### src/rtl/mac_accum_stage.sv
// -----------------------------------------------------------------------------
// mac_accum_stage
//
// Frame-based multiply-accumulate stage. Operand pairs (a, b) are accepted over
// a valid/ready handshake, multiplied by a 16x16 unsigned combinational
// multiplier on the accepting cycle, registered, and summed into a wide
// accumulator. Once the last product of a frame has been added, the sum is
// presented on acc_out with out_valid and held until out_ready.
//
// Optional feature (compile-time macro MAC_ACCUM_SAT_EN):
//   defined   - the accumulator saturates at all-ones. The ovf port flags the
//               clamp and holds it through the result hand-off.
//   undefined - the accumulator wraps modulo 2^ACC_W. There is no ovf port.
//
// Parameters:
//   ACC_W  accumulator / result width (>= 32)
//   CNT_W  frame-length counter width; a frame holds 1..2^CNT_W beats
//
// Ports:
//   clk        rising-edge clock
//   rst_n      asynchronous active-low reset
//   in_valid   operand pair valid
//   in_ready   stage can accept an operand pair
//   a, b       16-bit unsigned operands
//   len        frame length, sampled on the first beat (0 means 2^CNT_W)
//   out_valid  frame result valid
//   out_ready  downstream accepts the result
//   acc_out    frame sum of products
//   busy       high whenever the stage is not idle
//   ovf        (MAC_ACCUM_SAT_EN only) the frame sum saturated
// -----------------------------------------------------------------------------
module mac_accum_stage #(
  parameter int ACC_W = 40,
  parameter int CNT_W = 8
) (
  input  logic             clk,
  input  logic             rst_n,
  input  logic             in_valid,
  output logic             in_ready,
  input  logic [15:0]      a,
  input  logic [15:0]      b,
  input  logic [CNT_W-1:0] len,
  output logic             out_valid,
  input  logic             out_ready,
  output logic [ACC_W-1:0] acc_out,
`ifdef MAC_ACCUM_SAT_EN
  output logic             ovf,
`endif
  output logic             busy
);

  // One extra bit so the counter and the length can both hold 2^CNT_W.
  localparam int FW = CNT_W + 1;

  typedef enum logic [1:0] {
    IDLE  = 2'd0,
    ACCUM = 2'd1,
    HOLD  = 2'd2
  } state_t;

  state_t           state_reg, state_next;
  logic [FW-1:0]    len_reg;
  logic [FW-1:0]    count_reg;
  logic [31:0]      prod_reg;
  logic             prod_v_reg;
  logic [ACC_W-1:0] acc_reg;
  logic [ACC_W-1:0] acc_next;
  logic [31:0]      mult_prod;
  logic [FW-1:0]    len_ext;
  logic             accept;
  logic             first_beat;

  // 16x16 unsigned combinational multiplier, fed straight from the input port.
  assign mult_prod = 32'(a) * 32'(b);

  // A length field of zero encodes the largest frame, 2^CNT_W beats.
  assign len_ext    = (len == '0) ? {1'b1, {CNT_W{1'b0}}} : {1'b0, len};
  assign accept     = in_valid & in_ready;
  assign first_beat = accept & (state_reg == IDLE);

  // ---------------------------------------------------------------------------
  // FSM
  // ---------------------------------------------------------------------------
  always_ff @(posedge clk or negedge rst_n) begin
    if (!rst_n) begin
      state_reg <= IDLE;
    end else begin
      state_reg <= state_next;
    end
  end

  always_comb begin
    state_next = state_reg;
    in_ready   = 1'b0;
    out_valid  = 1'b0;
    busy       = 1'b1;
    case (state_reg)
      IDLE: begin
        in_ready = 1'b1;
        busy     = 1'b0;
        if (in_valid) begin
          state_next = ACCUM;
        end
      end
      ACCUM: begin
        in_ready = (count_reg < len_reg);
        // count already includes the beat whose product is in prod_reg, so a
        // valid product with count at the frame length is the final one; it is
        // added at this edge and the result is ready next cycle.
        if (prod_v_reg && (count_reg == len_reg)) begin
          state_next = HOLD;
        end
      end
      HOLD: begin
        out_valid = 1'b1;
        if (out_ready) begin
          state_next = IDLE;
        end
      end
      default: begin
        state_next = IDLE;
      end
    endcase
  end

  // ---------------------------------------------------------------------------
  // Product register and frame counter
  // ---------------------------------------------------------------------------
  always_ff @(posedge clk or negedge rst_n) begin
    if (!rst_n) begin
      prod_reg   <= '0;
      prod_v_reg <= 1'b0;
      len_reg    <= '0;
      count_reg  <= '0;
    end else begin
      prod_v_reg <= accept;
      if (accept) begin
        prod_reg <= mult_prod;
      end
      if (first_beat) begin
        len_reg   <= len_ext;
        count_reg <= FW'(1);
      end else if (accept) begin
        count_reg <= count_reg + FW'(1);
      end
    end
  end

  // ---------------------------------------------------------------------------
  // Accumulator
  // ---------------------------------------------------------------------------
`ifdef MAC_ACCUM_SAT_EN
  logic             ovf_reg;
  logic [ACC_W:0]   sum_ext;

  assign sum_ext = {1'b0, acc_reg} + (ACC_W + 1)'(prod_reg);

  // Once clamped the accumulator stays at all-ones for the rest of the frame.
  always_comb begin
    acc_next = sum_ext[ACC_W-1:0];
    if (sum_ext[ACC_W] || ovf_reg) begin
      acc_next = '1;
    end
  end

  always_ff @(posedge clk or negedge rst_n) begin
    if (!rst_n) begin
      ovf_reg <= 1'b0;
    end else if (first_beat) begin
      ovf_reg <= 1'b0;
    end else if (prod_v_reg && sum_ext[ACC_W]) begin
      ovf_reg <= 1'b1;
    end
  end

  assign ovf = ovf_reg;
`else
  // Wraps modulo 2^ACC_W.
  assign acc_next = acc_reg + ACC_W'(prod_reg);
`endif

  // The first beat never coincides with a pending product: HOLD always
  // separates frames, so the clear and the add are mutually exclusive.
  always_ff @(posedge clk or negedge rst_n) begin
    if (!rst_n) begin
      acc_reg <= '0;
    end else if (first_beat) begin
      acc_reg <= '0;
    end else if (prod_v_reg) begin
      acc_reg <= acc_next;
    end
  end

  assign acc_out = acc_reg;

endmodule

### config.mk
export PLATFORM = sky130hd
export DESIGN_NAME = mac_accum_stage
export DESIGN_NICKNAME = d
export VERILOG_FILES = /design/src/rtl/mac_accum_stage.sv
export SDC_FILE = /design/constraint.sdc
export NUM_CORES = 1
export LEC_CHECK = 0
export CORE_MARGIN = 5
export CORE_UTILIZATION = 61
export DETAILED_ROUTE_END_ITERATION = 8
export HOLD_SLACK_MARGIN = 0.15
export MAX_ROUTING_LAYER = met4
export PLACE_DENSITY = 0.82
export SLEW_MARGIN = 40
export SYNTH_ARGS = -nofsm -noshare
export SYNTH_HDL_FRONTEND = slang
export SYNTH_SLANG_ARGS = --single-unit
### constraint.sdc
create_clock -name clk -period 5.1 [get_ports clk]
set_input_delay 1.02 -clock clk [delete_from_list [all_inputs] [get_ports clk]]
set_output_delay 1.02 -clock clk [all_outputs]
set_load 0.02 [all_outputs]
**After elaboration in Yosys (flattened, before gate mapping)**

Index checks and enable logic that the tools add are counted.

- Register bits: 93
- Bits in latches: 0
- RAM bits: 0
- Bits in read-only memories: 0
- Input port bits: 44
- Memories: 0

- Add/subtract/negate cells: 2
- Multipliers: 1
- Div/mod/pow operators: 0
- $lt $le $gt $ge: 1
- Equality and inequality tests: 6
- Shift-type cells: 0
- Muxes and demuxes: 12
- Bitwise logic cells: 2
- Reduce and logical (&&, ||, !) cells: 6

Operator list:

| cell | number |
|---|---|
| 40-bit two-way mux | 2 |
| 40-bit by 32-bit adder with 40-bit output | 1 |
| 16-bit by 16-bit multiplier with 32-bit output | 1 |
| 9-bit two-way mux | 3 |
| 9-bit by 1-bit adder with 9-bit output (second input constant) | 1 |
| 9-bit == test | 1 |
| 9-bit < comparator | 1 |
| 8-bit zero test | 1 |
| 2-bit two-way mux | 3 |
| 2-bit != test (second input constant) | 3 |
| 2-bit case mux with 3 select lines | 1 |
| 2-bit nonzero test | 2 |
| 3-bit AND reduction | 1 |
| 1-bit AND | 2 |
| 2-bit by 1-bit == test with 1-bit output (second input constant) | 1 |
| 2-bit == test (second input constant) | 1 |
| 2-bit zero test | 1 |
| 1-bit two-way mux | 2 |
| 1-bit case mux with 2 select lines | 1 |
| 1-bit logical AND | 1 |

**Depth between registers and ports, before layout**

Gate-level depths: netlist of the first run.

- Word-level depth: 5
- Gate-level depth with buffers: 23
- Mapped depth without buffers: 22

**Least setup slack after synthesis of the first run**

No wires, ideal clock.

- Path kind: input to register
- Start point: in a[7]
- End point: reg prod_reg[28]
- Setup time: 0.095 ns
- Arrival: 6.274 ns
- Required time: 5.005 ns
- Path slack: -1.269 ns
- Stages: 23
- Path buffers: 1
- Path through: clkbuf_1 nand2_1 fa_1 inv_1 fa_1 inv_1 fa_1 inv_1 fa_1 fa_1 inv_1 fa_1 inv_1 ha_1 a21o_1 a21o_1 a21o_1 nand2_1 a31oi_1 a211oi_1 a21oi_1 o21a_1 o31ai_1

- Longest elaborated chain between the ends: 1

RTL lines:

| what | line | text |
|---|---|---|
| start, declared | 40 | `input logic [15:0] a,` |
| 16-bit by 16-bit multiplier with 32-bit output | 74 | `assign mult_prod = 32'(a) * 32'(b);` |
| end signal, assigned | 138 | `prod_reg <= mult_prod;` |
| end, declared | 64 | `logic [31:0] prod_reg;` |

Every way passes these cells.
A chain may end at the register's enable or synchronous reset.

**Final worst setup path of the first run**

- Start point: in a[5]
- End point: reg prod_reg[28]

Same word-level chain as after synthesis.

==> results of run 1 <==
## layer usage
| layer | routed length, um | share of wire, % | track usage [%] |
|---|---|---|---|
| met4 | 2971 | 6.7 | 15.38 |
| met3 | 3463 | 7.9 | 4.466 |
| met2 | 22150 | 50 | 55.96 |
| met5 | 0 | 0 | - |
| met1 | 15470 | 35 | 37.29 |
## synth_stat cells, drive strengths merged (3+ instances only)
cell | n | area (um^2)
inv | 254 | 953.4
nand2 | 235 | 884.6
fa | 195 | 3904
ha | 146 | 1827
and2 | 126 | 790.8
dfrtp | 93 | 2327
o21ai | 78 | 394.1
nor2 | 75 | 281.5
a21oi | 65 | 325.3
clkbuf | 61 | 229.0
a21o | 35 | 262.8
xnor2 | 34 | 297.8
nor3 | 27 | 135.1
nand4 | 21 | 131.4
xor2 | 20 | 175.2
and3 | 17 | 106.4
mux2i | 16 | 160.2
nand3 | 16 | 80.08
nor2b | 13 | 88.83
a211oi | 10 | 75.07
o21a | 10 | 75.07
or3 | 8 | 50.05
a31oi | 6 | 43.79
o21bai | 6 | 45.04
buf | 5 | 26.27
o31ai | 5 | 37.54
a31o | 4 | 35.04
nand2b | 4 | 25.02
o22ai | 4 | 31.28
a22oi | 3 | 22.52
nand3b | 3 | 22.52
o211ai | 3 | 36.28
or2 | 3 | 18.77
## path summary, 6_finish.rpt
path	end	slack (ps)	cells past startpoint
min	prod_reg[0]$_DFFE_PN0P_	490	2
min in group asynchronous	acc_out[38]$_DFFE_PN0P_	710	1
min reg2reg	prod_reg[0]$_DFFE_PN0P_	490	2
max	prod_reg[28]$_DFFE_PN0P_	-1360	25
max in group asynchronous	prod_reg[29]$_DFFE_PN0P_	3410	2
max reg2reg	acc_out[24]$_DFFE_PN0P_	1960	12
## kinds of logic after synthesis
group / share of synthesized area, %
muxes: 1.293
AOI/OAI and AO/OA: 10.55
xor gates and xnor gates: 3.348
DFF: 16.47
adders and majority gates: 40.56
and+or+nand+nor: 19.23
buffers and inverters: 8.555
## layout by cell type (no fill, tap or decap), types with 11 or more instances in the layout
cell,count
xnor2_1,31
inv_1,226
inv_2,28
clkdlybuf4s50_1,54
xor2_1,19
nand2_1,215
and3_1,15
dfrtp_1,93
and2_4,20
mux2i_1,16
and2_1,106
ha_4,16
nand3_1,15
a21o_1,35
buf_4,160
o21ai_0,54
nor2_1,70
fa_1,176
nand2_2,16
a21oi_1,48
nor3_1,23
fa_2,19
o21ai_1,16
nand4_1,21
ha_1,127
buf_6,43
nor2b_1,11
## per-stage QoR
step / area, um^2 / hold WS, ps / util, %
after floorplan: 14490 / 442.8 / -
after global placement: 16500 / 469.8 / 72.68
after detailed placement: 16510 / 480.1 / 72.68
after CTS: 17650 / 497.2 / 77.71
after global routing: 17940 / 535.1 / 79.02
final: 17940 / 492.9 / 79.02
## cell type report
type	instances	area, um^2	area share [%]
multi-input cells	1213	11330	63.13
clock inverters	5	86.33	0.4811
repair buffers	296	2640	14.71
well taps	285	356.6	1.987
clock buffers	11	252.7	1.408
flip-flops and latches	93	2327	12.97
inverters	254	953.4	5.313
## tightest hold or removal path, stage by stage (launching register included)
cell	delay, ps
dfrtp_1	350
nand2_1	50
nand2_1	50
## timing repair
item                       CTS  global route
hold endpoints to repair     0             0
resized for setup          205           100
pin swaps                   93            75
gates cloned                 4             0
setup endpoints to repair   24            24
buffers inserted            50            15
==> run_results.csv, run 1 <==
group,metric,value,unit
place,port_buffers,86,
drt,drtPass1Iterations,8,
timing,period_minus_slack,6461,ps
die,fp.dieW,162.2,um
drt,wl_per_cell,20.43,um
critical_path,cp_top_family,"adder cells",
timing,clock_skew,9.139,ps
drt,drc,0,
synthesis,async_reset_ff_share,100.0,%
grt,grt_antenna_before_repair,0,
timing,fmaxAchievable,154.8,MHz
run,cap_violations,0,
synthesis,synth_seq_cells,93,
synthesis,ys.flop_type,"dfrtp_1",
timing,rsz0062_at_grt,"yes",
critical_path,critPathSlowestCell,"fa_1",
drt,finalWirelength,44060,um
timing,hold_viol,0,
critical_path,required,5350,ps
place,gp_congestion,0.9496,
cells_and_area,final_cells,2157,
drt,viasPerCell,5.999,
synthesis,syn-num-nets,2011,
synthesis,synth_cell_types,67,
critical_path,start_kind,"input port",
timing,tns,-23220,ps
cells_and_area,largest_reg_flops,40,
synthesis,yosysSeqAreaShare,16.47,%
critical_path,crit_path_max_incr_delay,570,ps
clock_tree,hold_buffers,0,
grt,grt_pass1_wl,66590,um
die,die_area,0.02631,mm^2
die,start_util,62.21,%
grt,track_usage,32.33,%
drt,antenna_left,0,
outcome,status,"finished with violations",
clock_tree,cts-buffers-inserted,9,
critical_path,worstReg2RegStart,"acc_out[0]$_DFFE_PN0P_",
grt,grt_max_degree,66,
grt,grt_pass1_vias,13626,
critical_path,arrival,6720,ps
clock_tree,clock_sinks,93,
place,numPlacedInstances,2086,
timing,period_share,126.7,%
outcome,violations,"setup timing",
cells_and_area,drive_gt1_share,22.60,%
synthesis,synth-edff-count,0,
place,place_hpwl,28940,um
timing,tightest_slew,768.9,ps
clock_tree,clkLatencyLatePin,350,ps
critical_path,cp-startpoint,"a[5]",
synthesis,yosysWarningCount,0,
die,rows,55,
die,core_region_area,0.02271,mm^2
critical_path,cp_max_fo,4,
cells_and_area,area_delta_synth_final,27.01,%
worst_hold_path,holdCritStartpoint,"prod_reg[0]$_DFFE_PN0P_",
place,place_ws,-1820,ps
synthesis,netlist_area,0.01413,mm^2
timing,slew_violations,0,
die,die_height,162.2,um
synthesis,avgSynthCellArea,8.689,um^2
clock_tree,clk_pin_slew,70,ps
cells_and_area,fillCellCount,1300,
critical_path,critPathBufInv,8,
worst_hold_path,hp-class,"flop to flop",
grt,overflow,0,
critical_path,cp-end-kind,"flop",
clock_tree,clockRootBuffer,"clkbuf_16",
timing,maxSlewHeadroom,48.68,%
die,pin_count,87,
timing,setup_slack,-1361,ps
clock_tree,cts_tree,"built",
cells_and_area,num_antenna_cells,0,
clock_tree,htree_num_levels,3,
clock_tree,clockBufferDepth,2,
synthesis,synth_cells,1626,
timing,finalSetupViolCount,24,
drt,vias,12939,
drt,drtIter0Drc,1012,
cells_and_area,nets,2252,
critical_path,critPathKind,"input port to flop",
Power of run 1 is not shown: default switching activity piles up to over one toggle a cycle in this logic, so the estimate is an artifact.
==> run 2: changes to the inputs <==
MAX_ROUTING_LAYER = unset   (was met4)
==> run_results.csv, run 2 (synthesis gave the netlist of run 1 again) <==
group,metric,value,unit
clock_tree,clkLatencyLatePin,350,ps
clock_tree,htree_num_levels,3,
die,rows,55,
timing,setup_slack,-1354,ps
place,port_buffers,86,
cells_and_area,drive_gt1_share,24.18,%
drt,drtIter0Drc,1258,
clock_tree,cts_tree,"built",
die,core_region_area,0.02271,mm^2
critical_path,required,5310,ps
critical_path,arrival,6660,ps
drt,drc,0,
timing,slew_violations,0,
timing,clock_skew,4.694,ps
cells_and_area,final_common_cell,"inv_1",
outcome,violations,"setup timing",
timing,hold_slack,481.6,ps
worst_hold_path,hold_path_depth,2,
grt,grt_max_degree,66,
timing,period_minus_slack,6454,ps
drt,viasPerCell,6.181,
die,start_util,62.21,%
grt,grt_antenna_before_repair,0,
die,fp.dieW,162.2,um
critical_path,critPathKind,"input port to flop",
timing,maxSlewHeadroom,48.31,%
timing,tightest_slew,774.4,ps
timing,hold_viol,0,
grt,overflow,0,
critical_path,r2r_end,"acc_out[24]$_DFFE_PN0P_",
die,die_area,0.02631,mm^2
timing,period_share,126.6,%
die,pin_count,87,
critical_path,start_kind,"input port",
worst_hold_path,hold_end,"prod_reg[0]$_DFFE_PN0P_",
timing,finalSetupViolCount,24,
drt,vias,13394,
cells_and_area,area_delta_synth_final,28.15,%
timing,fmaxAchievable,154.9,MHz
cells_and_area,nets,2262,
timing,rsz0062_at_grt,"yes",
clock_tree,clockRootBuffer,"clkbuf_16",
outcome,status,"finished with violations",
place,gp_congestion,0.9291,
worst_hold_path,hp-class,"flop to flop",
critical_path,regToRegSetupSlack,2040,ps
drt,finalWirelength,45080,um
drt,wl_per_cell,20.80,um
drt,drtPass1Iterations,6,
critical_path,worstReg2RegStart,"acc_out[0]$_DFFE_PN0P_",
die,die_height,162.2,um
place,place_hpwl,28760,um
clock_tree,cts-buffers-inserted,9,
critical_path,cp_max_fo,5,
grt,grt_pass1_wl,68350,um
clock_tree,clockBufferDepth,2,
cells_and_area,largest_reg_flops,40,
drt,antenna_left,0,
cells_and_area,num_antenna_cells,0,
worst_hold_path,holdCritStartpoint,"prod_reg[0]$_DFFE_PN0P_",
run,cap_violations,0,
grt,track_usage,32.13,%
grt,grt_pass1_vias,13916,
cells_and_area,layout_common_cells,"inv_1, nand2_1, fa_1, buf_4, ha_1",
critical_path,cp-end-kind,"flop",
clock_tree,clock_sinks,93,
critical_path,reg2reg_depth,12,
cells_and_area,fillCellCount,1266,
clock_tree,clk_pin_slew,70,ps
[run 2: worst max-delay path, cell delays in order]
cell,delay [ps]
dlygate4sd2_1,210
buf_6,140
buf_4,120
nand2_4,40
fa_1,490
inv_1,60
fa_1,480
inv_1,60
fa_2,550
inv_2,60
fa_2,470
fa_1,500
inv_1,50
fa_1,490
inv_2,50
ha_4,290
a21o_1,140
a21oi_2,60
nor2b_1,520
o31ai_4,190
a31o_4,290
o21ai_4,170
xnor2_2,130
o21ai_1,70
[run 2: layer usage]
layer  global-route usage (%)  vias up  share of wire [%]
met5                        0        -                  0
met4                    15.96        0                7.3
met3                    4.542      312                8.1
met2                    56.72      908                 50
met1                    38.56     6463                 35
li1                         -     5711                  -
[run 2: cell type report]
type	count	area, um^2	share of cell area (%)
multi-input cells	1213	11410	63.03
repair buffers	306	2724	15.04
flip-flops and latches	93	2327	12.85
inverters	254	953.4	5.266
well taps	285	356.6	1.969
clock buffers	10	239.0	1.320
clock inverters	6	93.84	0.5183
[run 2: what timing repair did]
| item | 4_1_cts | 5_1_grt |
|---|---|---|
| pin swaps | 106 | 66 |
| resized for setup | 240 | 102 |
| setup buffers | 45 | 13 |
| hold buffers | 0 | 0 |
| gates cloned | 4 | 0 |
| hold endpoints to repair | 0 | 0 |
| endpoints found under the setup margin | 24 | 24 |
[run 2: worst max-delay path by stage]
stage | end | slack, ps | cells after the start | startpoint
2_1_floorplan | prod_reg[28]$_DFFE_PN0P_ | -940 | 22 | a[3]
3_3_place_gp | prod_reg[25]$_DFFE_PN0P_ | -1660 | 21 | a[10]
3_5_place_dp | prod_reg[25]$_DFFE_PN0P_ | -1770 | 21 | a[10]
4_1_cts | prod_reg[25]$_DFFE_PN0P_ | -980 | 22 | b[1]
5_1_grt | prod_reg[28]$_DFFE_PN0P_ | -1450 | 25 | b[7]
6_report | prod_reg[27]$_DFFE_PN0P_ | -1350 | 24 | b[7]
[run 2: metrics by stage]
step	cell area (um^2)	utilization, %	worst slack (ps)	setup TNS (ps)	std cells
final	18110	79.73	-1354	-21930	2167
after global routing	18110	79.73	-1447	-24340	2167
after CTS	17730	78.06	-982.3	-15270	2155
after detailed placement	16550	72.87	-1766	-33590	2090
after global placement	16550	72.87	-1659	-30830	2090
after floorplan	14490	-	-938.5	-12330	1626
Power of run 2 is left out for the same reason.
